**src/rtl/predicate_pkg.sv**
```systemverilog
// Shared predicate-file definitions: write-op encodings and the
// combine function used by both write ports.
package predicate_pkg;

  localparam logic [1:0] PRED_SET = 2'b00;
  localparam logic [1:0] PRED_AND = 2'b01;
  localparam logic [1:0] PRED_OR  = 2'b10;
  localparam logic [1:0] PRED_XOR = 2'b11;

  function automatic logic pred_combine(
    input logic       old_v,
    input logic [1:0] op,
    input logic       d
  );
    logic r;
    r = d;
    unique case (op)
      PRED_SET: r = d;
      PRED_AND: r = old_v & d;
      PRED_OR:  r = old_v | d;
      PRED_XOR: r = old_v ^ d;
    endcase
    return r;
  endfunction

endpackage

```
**src/rtl/predicate_ckpt_buffer.sv**
```systemverilog
// Circular snapshot buffer: head/tail/count, legality checks, ckpt_err.
// Ports: take/release/restore requests in; next_regs in; restore_vec out.
module predicate_ckpt_buffer
  import predicate_pkg::*;
#(
  parameter int NUM_REG   = 8,
  parameter int CKPT_BITS = 2
) (
  input  logic                 clk,
  input  logic                 reset,
  input  logic                 ckpt_take,
  input  logic                 ckpt_release,
  input  logic                 ckpt_restore,
  input  logic [CKPT_BITS-1:0] ckpt_restore_id,
  input  logic [NUM_REG-1:0]   next_regs,
  output logic                 ckpt_ready,
  output logic [CKPT_BITS-1:0] ckpt_id,
  output logic [CKPT_BITS:0]   ckpt_count,
  output logic                 ckpt_err,
  output logic                 restore_ok,
  output logic [NUM_REG-1:0]   restore_vec
);

  localparam int DEPTH = 1 << CKPT_BITS;
  localparam logic [CKPT_BITS-1:0] ONE_ID = 1;
  localparam logic [CKPT_BITS:0] ONE_CNT = 1;
  localparam logic [CKPT_BITS:0] FULL_CNT = (CKPT_BITS+1)'(DEPTH);

  logic [CKPT_BITS-1:0] head_q, head_d;
  logic [CKPT_BITS-1:0] tail_q, tail_d;
  logic [CKPT_BITS:0]   count_q, count_d;
  logic                 err_q, err_d;
  logic [NUM_REG-1:0]   slot_q [DEPTH];

  logic [CKPT_BITS-1:0] offs;
  logic live, rel_ok, take_ok, bad, slot_we;

  assign ckpt_ready  = (count_q != FULL_CNT);
  assign ckpt_id     = tail_q;
  assign ckpt_count  = count_q;
  assign ckpt_err    = err_q;
  assign restore_vec = slot_q[ckpt_restore_id];
  assign restore_ok  = ckpt_restore & live;

  always_comb begin
    offs    = ckpt_restore_id - head_q;
    live    = ({1'b0, offs} < count_q);
    rel_ok  = ckpt_release && (count_q != '0);
    take_ok = ckpt_take && (ckpt_ready || rel_ok);
    bad     = 1'b0;
    head_d  = head_q;
    tail_d  = tail_q;
    count_d = count_q;
    err_d   = 1'b0;
    slot_we = 1'b0;
    if (ckpt_restore) begin
      // restore wins; same-cycle take/release are silently dropped
      err_d = !live;
      if (live) begin
        tail_d  = ckpt_restore_id + ONE_ID;
        count_d = {1'b0, offs} + ONE_CNT;
      end
    end else begin
      // any illegal part drops the whole buffer request
      bad   = (ckpt_take && !take_ok) ||
              (ckpt_release && !rel_ok);
      err_d = bad;
      if (!bad) begin
        if (take_ok) begin
          slot_we = 1'b1;
          tail_d  = tail_q + ONE_ID;
        end
        if (rel_ok) head_d = head_q + ONE_ID;
        if (take_ok && !rel_ok) count_d = count_q + ONE_CNT;
        if (rel_ok && !take_ok) count_d = count_q - ONE_CNT;
      end
    end
  end

  always_ff @(posedge clk) begin
    if (reset) begin
      head_q  <= '0;
      tail_q  <= '0;
      count_q <= '0;
      err_q   <= 1'b0;
    end else begin
      head_q  <= head_d;
      tail_q  <= tail_d;
      count_q <= count_d;
      err_q   <= err_d;
    end
  end

  always_ff @(posedge clk) begin
    if (slot_we && !reset) slot_q[tail_q] <= next_regs;
  end

endmodule

```
**src/rtl/predicate_regfile_ckpt.sv**
```systemverilog
// Predicate register file: chained combining writes, bypassed reads,
// checkpoint restore. p0 is hardwired true.
module predicate_regfile_ckpt
  import predicate_pkg::*;
#(
  parameter int REG_BITS  = 3,
  parameter int NUM_RD    = 3,
  parameter int CKPT_BITS = 2,
  parameter bit BYPASS    = 1'b1
) (
  input  logic                         clk,
  input  logic                         reset,
  input  logic [NUM_RD*REG_BITS-1:0]   rd_addr,
  output logic [NUM_RD-1:0]            rd_data,
  input  logic [1:0]                   wr_en,
  input  logic [2*REG_BITS-1:0]        wr_addr,
  input  logic [3:0]                   wr_op,
  input  logic [1:0]                   wr_data,
  input  logic                         ckpt_take,
  output logic                         ckpt_ready,
  output logic [CKPT_BITS-1:0]         ckpt_id,
  input  logic                         ckpt_release,
  input  logic                         ckpt_restore,
  input  logic [CKPT_BITS-1:0]         ckpt_restore_id,
  output logic [CKPT_BITS:0]           ckpt_count,
  output logic                         ckpt_err
);

  localparam int NUM_REG = 1 << REG_BITS;

  logic [NUM_REG-1:0]  regs_q, regs_d;
  logic [NUM_REG-1:0]  regs_p0, regs_w;
  logic [NUM_REG-1:0]  restore_vec, rd_src;
  logic [REG_BITS-1:0] wa0, wa1;
  logic                restore_ok;

  assign wa0 = wr_addr[REG_BITS-1:0];
  assign wa1 = wr_addr[2*REG_BITS-1:REG_BITS];

  always_comb begin
    regs_p0 = regs_q;
    if (wr_en[0] && wa0 != '0)
      regs_p0[wa0] = pred_combine(regs_q[wa0], wr_op[1:0], wr_data[0]);
    // port 1 sees port 0's result so compare pairs chain
    regs_w = regs_p0;
    if (wr_en[1] && wa1 != '0)
      regs_w[wa1] = pred_combine(regs_p0[wa1], wr_op[3:2], wr_data[1]);
    regs_w[0] = 1'b1;
    // any restore request discards this cycle's writes
    if (ckpt_restore)
      regs_d = restore_ok ? restore_vec : regs_q;
    else
      regs_d = regs_w;
    regs_d[0] = 1'b1;
  end

  always_ff @(posedge clk) begin
    if (reset) regs_q <= NUM_REG'(1);
    else       regs_q <= regs_d;
  end

  assign rd_src = BYPASS ? regs_d : regs_q;

  for (genvar k = 0; k < NUM_RD; k++) begin : g_rd
    assign rd_data[k] = rd_src[rd_addr[k*REG_BITS +: REG_BITS]];
  end

  predicate_ckpt_buffer #(
    .NUM_REG   (NUM_REG),
    .CKPT_BITS (CKPT_BITS)
  ) u_ckpt (
    .clk             (clk),
    .reset           (reset),
    .ckpt_take       (ckpt_take),
    .ckpt_release    (ckpt_release),
    .ckpt_restore    (ckpt_restore),
    .ckpt_restore_id (ckpt_restore_id),
    .next_regs       (regs_w),
    .ckpt_ready      (ckpt_ready),
    .ckpt_id         (ckpt_id),
    .ckpt_count      (ckpt_count),
    .ckpt_err        (ckpt_err),
    .restore_ok      (restore_ok),
    .restore_vec     (restore_vec)
  );

endmodule

```
**config.mk**
```make
export PLATFORM = sky130hd
export DESIGN_NAME = predicate_regfile_ckpt
export DESIGN_NICKNAME = d
export VERILOG_FILES = /design/src/rtl/predicate_pkg.sv /design/src/rtl/predicate_ckpt_buffer.sv /design/src/rtl/predicate_regfile_ckpt.sv
export SDC_FILE = /design/constraint.sdc
export NUM_CORES = 1
export LEC_CHECK = 0
export ABC_AREA = 1
export CAP_MARGIN = 30
export CELL_PAD_IN_SITES_DETAIL_PLACEMENT = 1
export CELL_PAD_IN_SITES_GLOBAL_PLACEMENT = 1
export CORE_ASPECT_RATIO = 1.75
export CORE_MARGIN = 10
export CORE_UTILIZATION = 35
export DETAILED_ROUTE_END_ITERATION = 16
export PLACE_DENSITY_LB_ADDON = 0.1
export SLEW_MARGIN = 10
export SYNTH_ARGS = -nofsm -noshare
export SYNTH_HDL_FRONTEND = slang
export SYNTH_SLANG_ARGS = --single-unit
```
**constraint.sdc**
```tcl
create_clock -name clk -period 5.3 [get_ports clk]
set_input_delay 1.06 -clock clk [delete_from_list [all_inputs] [get_ports clk]]
set_output_delay 1.06 -clock clk [all_outputs]
set_load 0.01 [all_outputs]
```
Word level (Yosys, flattened, before mapping)
Memory sizes are Yosys's and may differ from the RTL's. Index checks and enable logic that the tools add are counted.

Add/subtract/negate cells: 7. Order comparisons: 8. Equal/unequal tests: 9. Multiplexer cells: 39. Bitwise gates (word level): 9. Reduce and logical (&&, ||, !) cells: 27.

Operators by type and width (number): two-way mux 8 bit (4); less-than comparator 3 x 4 -> 1 bit, second input constant (5); bitwise mux 8 bit (2); binary-select mux 1 bit (select 3 bit) (5); two-way mux 1 bit (15); two-way mux 3 bit (5); nonzero test 3 bit (4); logical AND 1 bit (11); AND reduction 3 bit (3); equality test 2 bit, second input constant (4); two-way mux 2 bit (4); case mux 1 bit (4 select lines) (2); adder 2 x 1 -> 2 bit, second input constant (3); demux 1 bit (select 3 bit) (2); greater-or-equal comparator 3 x 1 -> 1 bit, second input constant (2); equality test 2 x 1 -> 1 bit, second input constant (2); zero test 1 bit (4); zero test 2 bit (2); adder 2 x 1 -> 3 bit, second input constant (1); adder 3 x 1 -> 3 bit, second input constant (1); bitwise AND 1 bit (3); less-than comparator 2 x 3 -> 1 bit (1); inequality test 3 bit, second input constant (1); subtractor 3 x 1 -> 3 bit, second input constant (1); 8 further kinds (12).

Flip-flop bits (word level): 16. Memory bits (writable): 28. Bits of input ports: 30. Output and inout port bits: 10. Word-level logic and storage cells: 106. Memories kept: 1.

Memory list: u_ckpt.slot_q (words 4, width 7, rd ports 1, clocked after Yosys merged registers in 0, write ports 1, line predicate_ckpt_buffer.sv:33) `logic [NUM_REG-1:0] slot_q [DEPTH];`.

Logic depth before layout (Yosys ltp)
Gate-level depths: netlist (run 1).

Depth after elaboration: 17. Gate-level depth with buffers: 31. Gate-level depth less buffers: 31.

Modules after synthesis
Synthesis (run 1) repeated with hierarchy kept, for this count alone.

Cell total of the unflattened synthesis: 408. Area total of the unflattened synthesis: 3037.9 um2.

By module, submodules not included: predicate_ckpt_buffer (times used 1, cells an instance 178, area each 1813.0 um2, seq. area each 1121.1 um2); predicate_regfile_ckpt (times used 1, cells an instance 230, area each 1224.9 um2, seq. area each 140.1 um2).

Worst setup path after synthesis (run 1)
No wires, ideal clock.

Path kind: input to output. Start: in wr_addr[2]. End: out rd_data[0]. Arrival: 3.731 ns. Required time: 4.240 ns. Slack: 0.509 ns. Stages on the path: 29. Path buffers: 0. Cells stage by stage: inv_1 > nand2_2 > o32ai_1 > inv_1 > nand4_1 > inv_1 > ha_1 > nand2_1 > nand3_1 > nand2_1 > nand2_1 > nand2_1 > nand2_1 > nand2_1 > nor3_1 > nor2_1 > nor2_2 > inv_2 > ha_1 > nand2_1 > o211ai_2 > nand2_1 > o21ai_2 > nand2_2 > nand3_1 > nand2_1 > nand2_1 > nand2_1 > nand2_1.

Cells in the longest elaborated chain, start to end: 17.

RTL lines: start: declaration (line predicate_regfile_ckpt.sv:16) `input logic [2*REG_BITS-1:0] wr_addr,`; binary-select mux 1 bit (select 3 bit) (line predicate_regfile_ckpt.sv:43) `regs_p0[wa0] = pred_combine(regs_q[wa0], wr_op[1:0], wr_data[0]);`; two-way mux 1 bit (implied by the code) (line predicate_regfile_ckpt.sv:43); bitwise XOR 1 bit (tied with other cells) (line predicate_pkg.sv:21) `PRED_XOR: r = old_v ^ d;`; case mux 1 bit (4 select lines) (line predicate_pkg.sv:17) `unique case (op)`; two-way mux 1 bit (line predicate_regfile_ckpt.sv:42) `if (wr_en[0] && wa0 != '0)`; bitwise mux 8 bit (line predicate_regfile_ckpt.sv:43); two-way mux 8 bit (*) (line predicate_regfile_ckpt.sv:42); binary-select mux 1 bit (select 3 bit) (line predicate_regfile_ckpt.sv:47) `regs_w[wa1] = pred_combine(regs_p0[wa1], wr_op[3:2], wr_data[1]);`; (+2 left out); case mux 1 bit (4 select lines) (line predicate_pkg.sv:17); two-way mux 1 bit (line predicate_regfile_ckpt.sv:46) `if (wr_en[1] && wa1 != '0)`; bitwise mux 8 bit (line predicate_regfile_ckpt.sv:47); two-way mux 8 bit (*) (line predicate_regfile_ckpt.sv:46); via regs_w[1] (line predicate_regfile_ckpt.sv:32) `logic [NUM_REG-1:0] regs_p0, regs_w;`; two-way mux 8 bit (*) (line predicate_regfile_ckpt.sv:50) `if (ckpt_restore)`; binary-select mux 1 bit (select 3 bit) (*) (line predicate_regfile_ckpt.sv:65) `assign rd_data[k] = rd_src[rd_addr[k*REG_BITS +: REG_BITS]];`; two-way mux 1 bit (implied by the code) (*) (line predicate_regfile_ckpt.sv:65); end: declaration (line predicate_regfile_ckpt.sv:14) `output logic [NUM_RD-1:0] rd_data,`.

Mark *: on every way through the listed nets, which the timed path passes. The rest lies on a longest branch. The select of a mux whose other input is x is not followed.

Worst setup path in the final report (run 1)
Start: in wr_addr[1]. End: out rd_data[0].

The elaborated chain is that of the path after synthesis.

==> results.md, run 1 <==
- The worst hold-check path type is flop to flop.
- Data arrives at the worst endpoint at 4.22 ns.
- The share of cells above drive strength 1 is roughly a third.
- The via-per-instance ratio is ~5.2.
- The post-route DRC violation count is 0.
- The type of the worst setup path is input port to primary output.
- The initial detailed-routing violation count is 99.
- The global router's overall resource usage is around 16%.
- At the pin with the least slew margin, the transition time is between 0.7 and 0.8 ns.
- Setup repair after global routing could not meet its margin everywhere.
- The TritonCTS buffer count is 5.
- The insertion delay to the later sink of the worst-skew pair is 0.29 ns.
- The CTS tree is built.
- The routability-driven placement congestion ratio is between 0.9 and 1.
- Yosys printed 0 warnings.
- The largest total area in the synthesized netlist belongs to sky130_fd_sc_hd__edfxtp_1.
- The routed layout has 2,955 vias.
- The level count of the clock H-tree is 2.
- The die is just under 90 um wide.
- The hold violation count in the final report came to 0.
- The worst-case IR drop observed on VDD is around 0.00012 V.
- The I/O pin total is 40.
- The area of the mapped netlist is between 0.002 and 0.003 mm2.
- After clock tree synthesis, the clock-pin slew on the worst setup and hold paths is roughly 0.06 ns.
- The commonest cells after synthesis are sky130_fd_sc_hd__nand2_1, sky130_fd_sc_hd__nand3_1, sky130_fd_sc_hd__inv_1.
- The initial standard-cell utilization of the core is 36.1%.
- Across all setup checks in the final design, the least slack found is around 0.021 ns.
- The dominant synthesized flop cell is sky130_fd_sc_hd__edfxtp_1.
- Clock tree synthesis selected as its root buffer the cell sky130_fd_sc_hd__clkbuf_16.
- The required time of the worst setup path is between 4 and 5 ns.
- The first-pass GRT wire length is 15,200 um.
- The met3 track demand over resource in global routing is 1.97%.
- The area share of the largest cell type after synthesis is between 20% and 30%.
- The number of global-route vias before repair is between 3,000 and 4,000.
- The critical path's most frequent cell is sky130_fd_sc_hd__nand2_2.
- The fraction of synthesized cell area in xor and xnor cells is 1.51%.
- The number of nets with antenna violations after routing is 0.
- The placed instances occupy a cell area of about 0.0037 mm2.
- Dividing the detail-routed wire length by the instance count gives 17.0 um.
- The largest buffer count on any clock path is 2.
- The global routing stage identified its most utilized layer as met2.
- The initial antenna violation count is 0.
- The count of buffers from port buffering is 39.
- The row count is 43.
- The critical-path maximum fanout is 7.
- The headroom to the max-slew limit is 47.2%.
- On the worst path, the slowest cell contributes a delay of between 0.2 and 0.3 ns.
- The worst clock skew is ~0.006 ns.
- The global-route track usage on met2 is between 30% and 40%.
- The number of flops mapped to enable cells by yosys is 28.
- The most common cell in the synthesized netlist is sky130_fd_sc_hd__nand2_1.
- The total non-filler cell area in the finished layout is around 0.0043 mm2.
- The HPWL after detailed placement is between 7000 and 8000 um.
- The final-report setup violation count is 0.
- In the synthesized netlist, the number of instances is 394.
- The pre-antenna-repair detailed-routing pass consisted of 4 iterations.
- In this run the power density over the cells is roughly 300 mW/mm2.
- The maximum operating frequency is about 190 MHz.
- After clock tree synthesis, the flow added hold-fix buffers numbering 0.
- The leakage power figure is between 1.5 and 2 nW.
- From bottom edge to top edge, the die measures about 140 um.
- The final routed wirelength across all metal layers is between 9000 and 10,000 um.
- The ratio of final minimum period to clock period is around 100%.
- The tool flagged a number of max-cap violations equal to 0.
- For met1 alone, demand over resource in global routing was 14.2%.
- The count of final max-slew check failures is 0.
- The largest net degree at the start of global routing is 17.
- The total congestion overflow after global routing is 0.
- The area of the die is 0.0124 mm2.
- The number of antenna cells inserted is 0.
- After layout, the minimum clock period comes to ~5.3 ns.
- The smallest hold slack is 0.547 ns.
- The signed area change from the synthesized netlist to the final layout is 47.6%.
- The number of synthesized register bits is 43.
- The CTS sink count is 43.
- The run finished with clean final reports.
- The simple logic cell fraction of the synthesized area is around 36%.
- The number of different library cells used by synthesis comes to 36.
- The number of nets at the end of the flow is 520.
- The share of the yosys chip area belonging to registers is between 30% and 40%.
- After floorplanning, the core was sized to cover about 0.008 mm2.
- The mean instance size in the synthesized netlist is around 7.3 um2.
- The compound-cell area share of the yosys netlist is a little over a tenth.
- The multiplexer share of the synthesized area is 0%.
- The kind of start point of the critical path is an input port.
- The standard cell with the maximum stage delay on the critical path is sky130_fd_sc_hd__a221oi_2.
- The share of async-settable or async-resettable flops after synthesis is 0%.
- Timing analysis after detailed placement gives a worst setup slack of -1.16 ns.
- STA classifies the critical path endpoint as a primary output.
- The net count of the mapped netlist is roughly 430.
- By area the synthesized netlist is led by sky130_fd_sc_hd__edfxtp_1, sky130_fd_sc_hd__nand2_1, sky130_fd_sc_hd__nand3_1, sky130_fd_sc_hd__dfxtp_1, sky130_fd_sc_hd__inv_1.
- The adder-cell share of the synthesized area is under 10%.
- After synthesis, the largest family of logic cells by area is simple AND/OR/NAND/NOR gates.
-- layer usage --
metal | routed length, um | vias up
met3 | 251 | 19
met4 | 356 | 0
met5 | 0 | -
met2 | 5920 | 53
li1 | - | 1473
met1 | 3240 | 1410
-- cells in the final DEF, fill, tap and decap left out, drive strengths merged --
cell type        n
a211oi           7
a21oi           20
a221oi           1
a31oi            1
buf             54
bufinv           1
clkbuf           5
clkdlybuf4s50   33
clkinv           4
dfxtp           15
edfxtp          28
fa               1
ha               7
inv             54
nand2          123
nand3           63
nand3b           5
nand4            1
nor2            31
nor3            11
o211ai           3
o21ai            7
o32ai            1
or2              2
xnor2            4
xor2             1
-- flip-flops by register name, indices dropped and copies added (netlist names) --
register	count
regs_q	7
u_ckpt.ckpt_count	3
u_ckpt.ckpt_err	1
u_ckpt.ckpt_id	2
u_ckpt.head_q	2
u_ckpt.slot_q	28
-- report_power, final --
part           switching [mW]  internal, mW  leakage [nW]
registers              0.0305         0.397         0.381
clock network           0.126         0.222        0.0838
logic                   0.294         0.217          1.46
-- final cells by class --
type	instances	area, um2
clock buffer	5	125
clock inverter	3	43.8
fill	977	3740
inverter	56	220
timing repair buffer	87	771
sequential	43	1140
tap	90	113
multi-input combinational	289	1860
-- repair_timing --
action | in CTS | in global routing
pin swaps | 28 | 41
resized for setup | 58 | 60
endpoints found under the setup margin | 3 | 3
gates cloned | 0 | 0
setup buffers | 4 | 5
-- worst max-delay path: cells and delay by family --
kind / cells / cell delay, ns
AND/OR/NAND/NOR: 19 / 1.61
buffers and inverters: 6 / 0.67
AO/OA/AOI/OAI: 3 / 0.55
adder cells (fa/ha/maj): 2 / 0.33
-- cells by family after synthesis --
family,Yosys count
buffers and inverters,62
AND/OR/NAND/NOR,236
flip-flops,43
XOR/XNOR,5
AO/OA/AOI/OAI,40
adder cells (fa/ha/maj),8
-- worst paths after layout --
check,startpoint,to,slack (ns),cells past startpoint
max,wr_addr[1],rd_data[0],0.02,30
min,u_ckpt.head_q[1],u_ckpt.head_q[1],0.55,4
max reg2reg,regs_q[3],u_ckpt.slot_q[3][5],1.88,24
min reg2reg,u_ckpt.head_q[1],u_ckpt.head_q[1],0.55,4
-- per-stage QoR --
stage          TNS [ns]  power (mW)  util [%]  cells
2_1_floorplan         0       0.687         -    394
3_3_place_gp      -3.20       0.861      45.6    556
3_5_place_dp      -3.47       0.875      45.6    556
4_1_cts          -0.254        1.25      49.5    568
5_1_grt          -0.566        1.37      53.3    573
6_report              0        1.29      53.3    573
Note: power is estimated with default switching activity, not from simulation.
==> run 2: changes to the inputs <==
- SLEW_MARGIN: 10 -> 30
==> results of run 2 <==
Same layout as run 1: the final DEF is identical, and so are final timing and power.
==> run 3: changes to the inputs <==
- CTS_CLUSTER_DIAMETER: default -> 100
==> results of run 3 <==
Same layout as run 1: the final DEF is identical, and so are final timing and power.
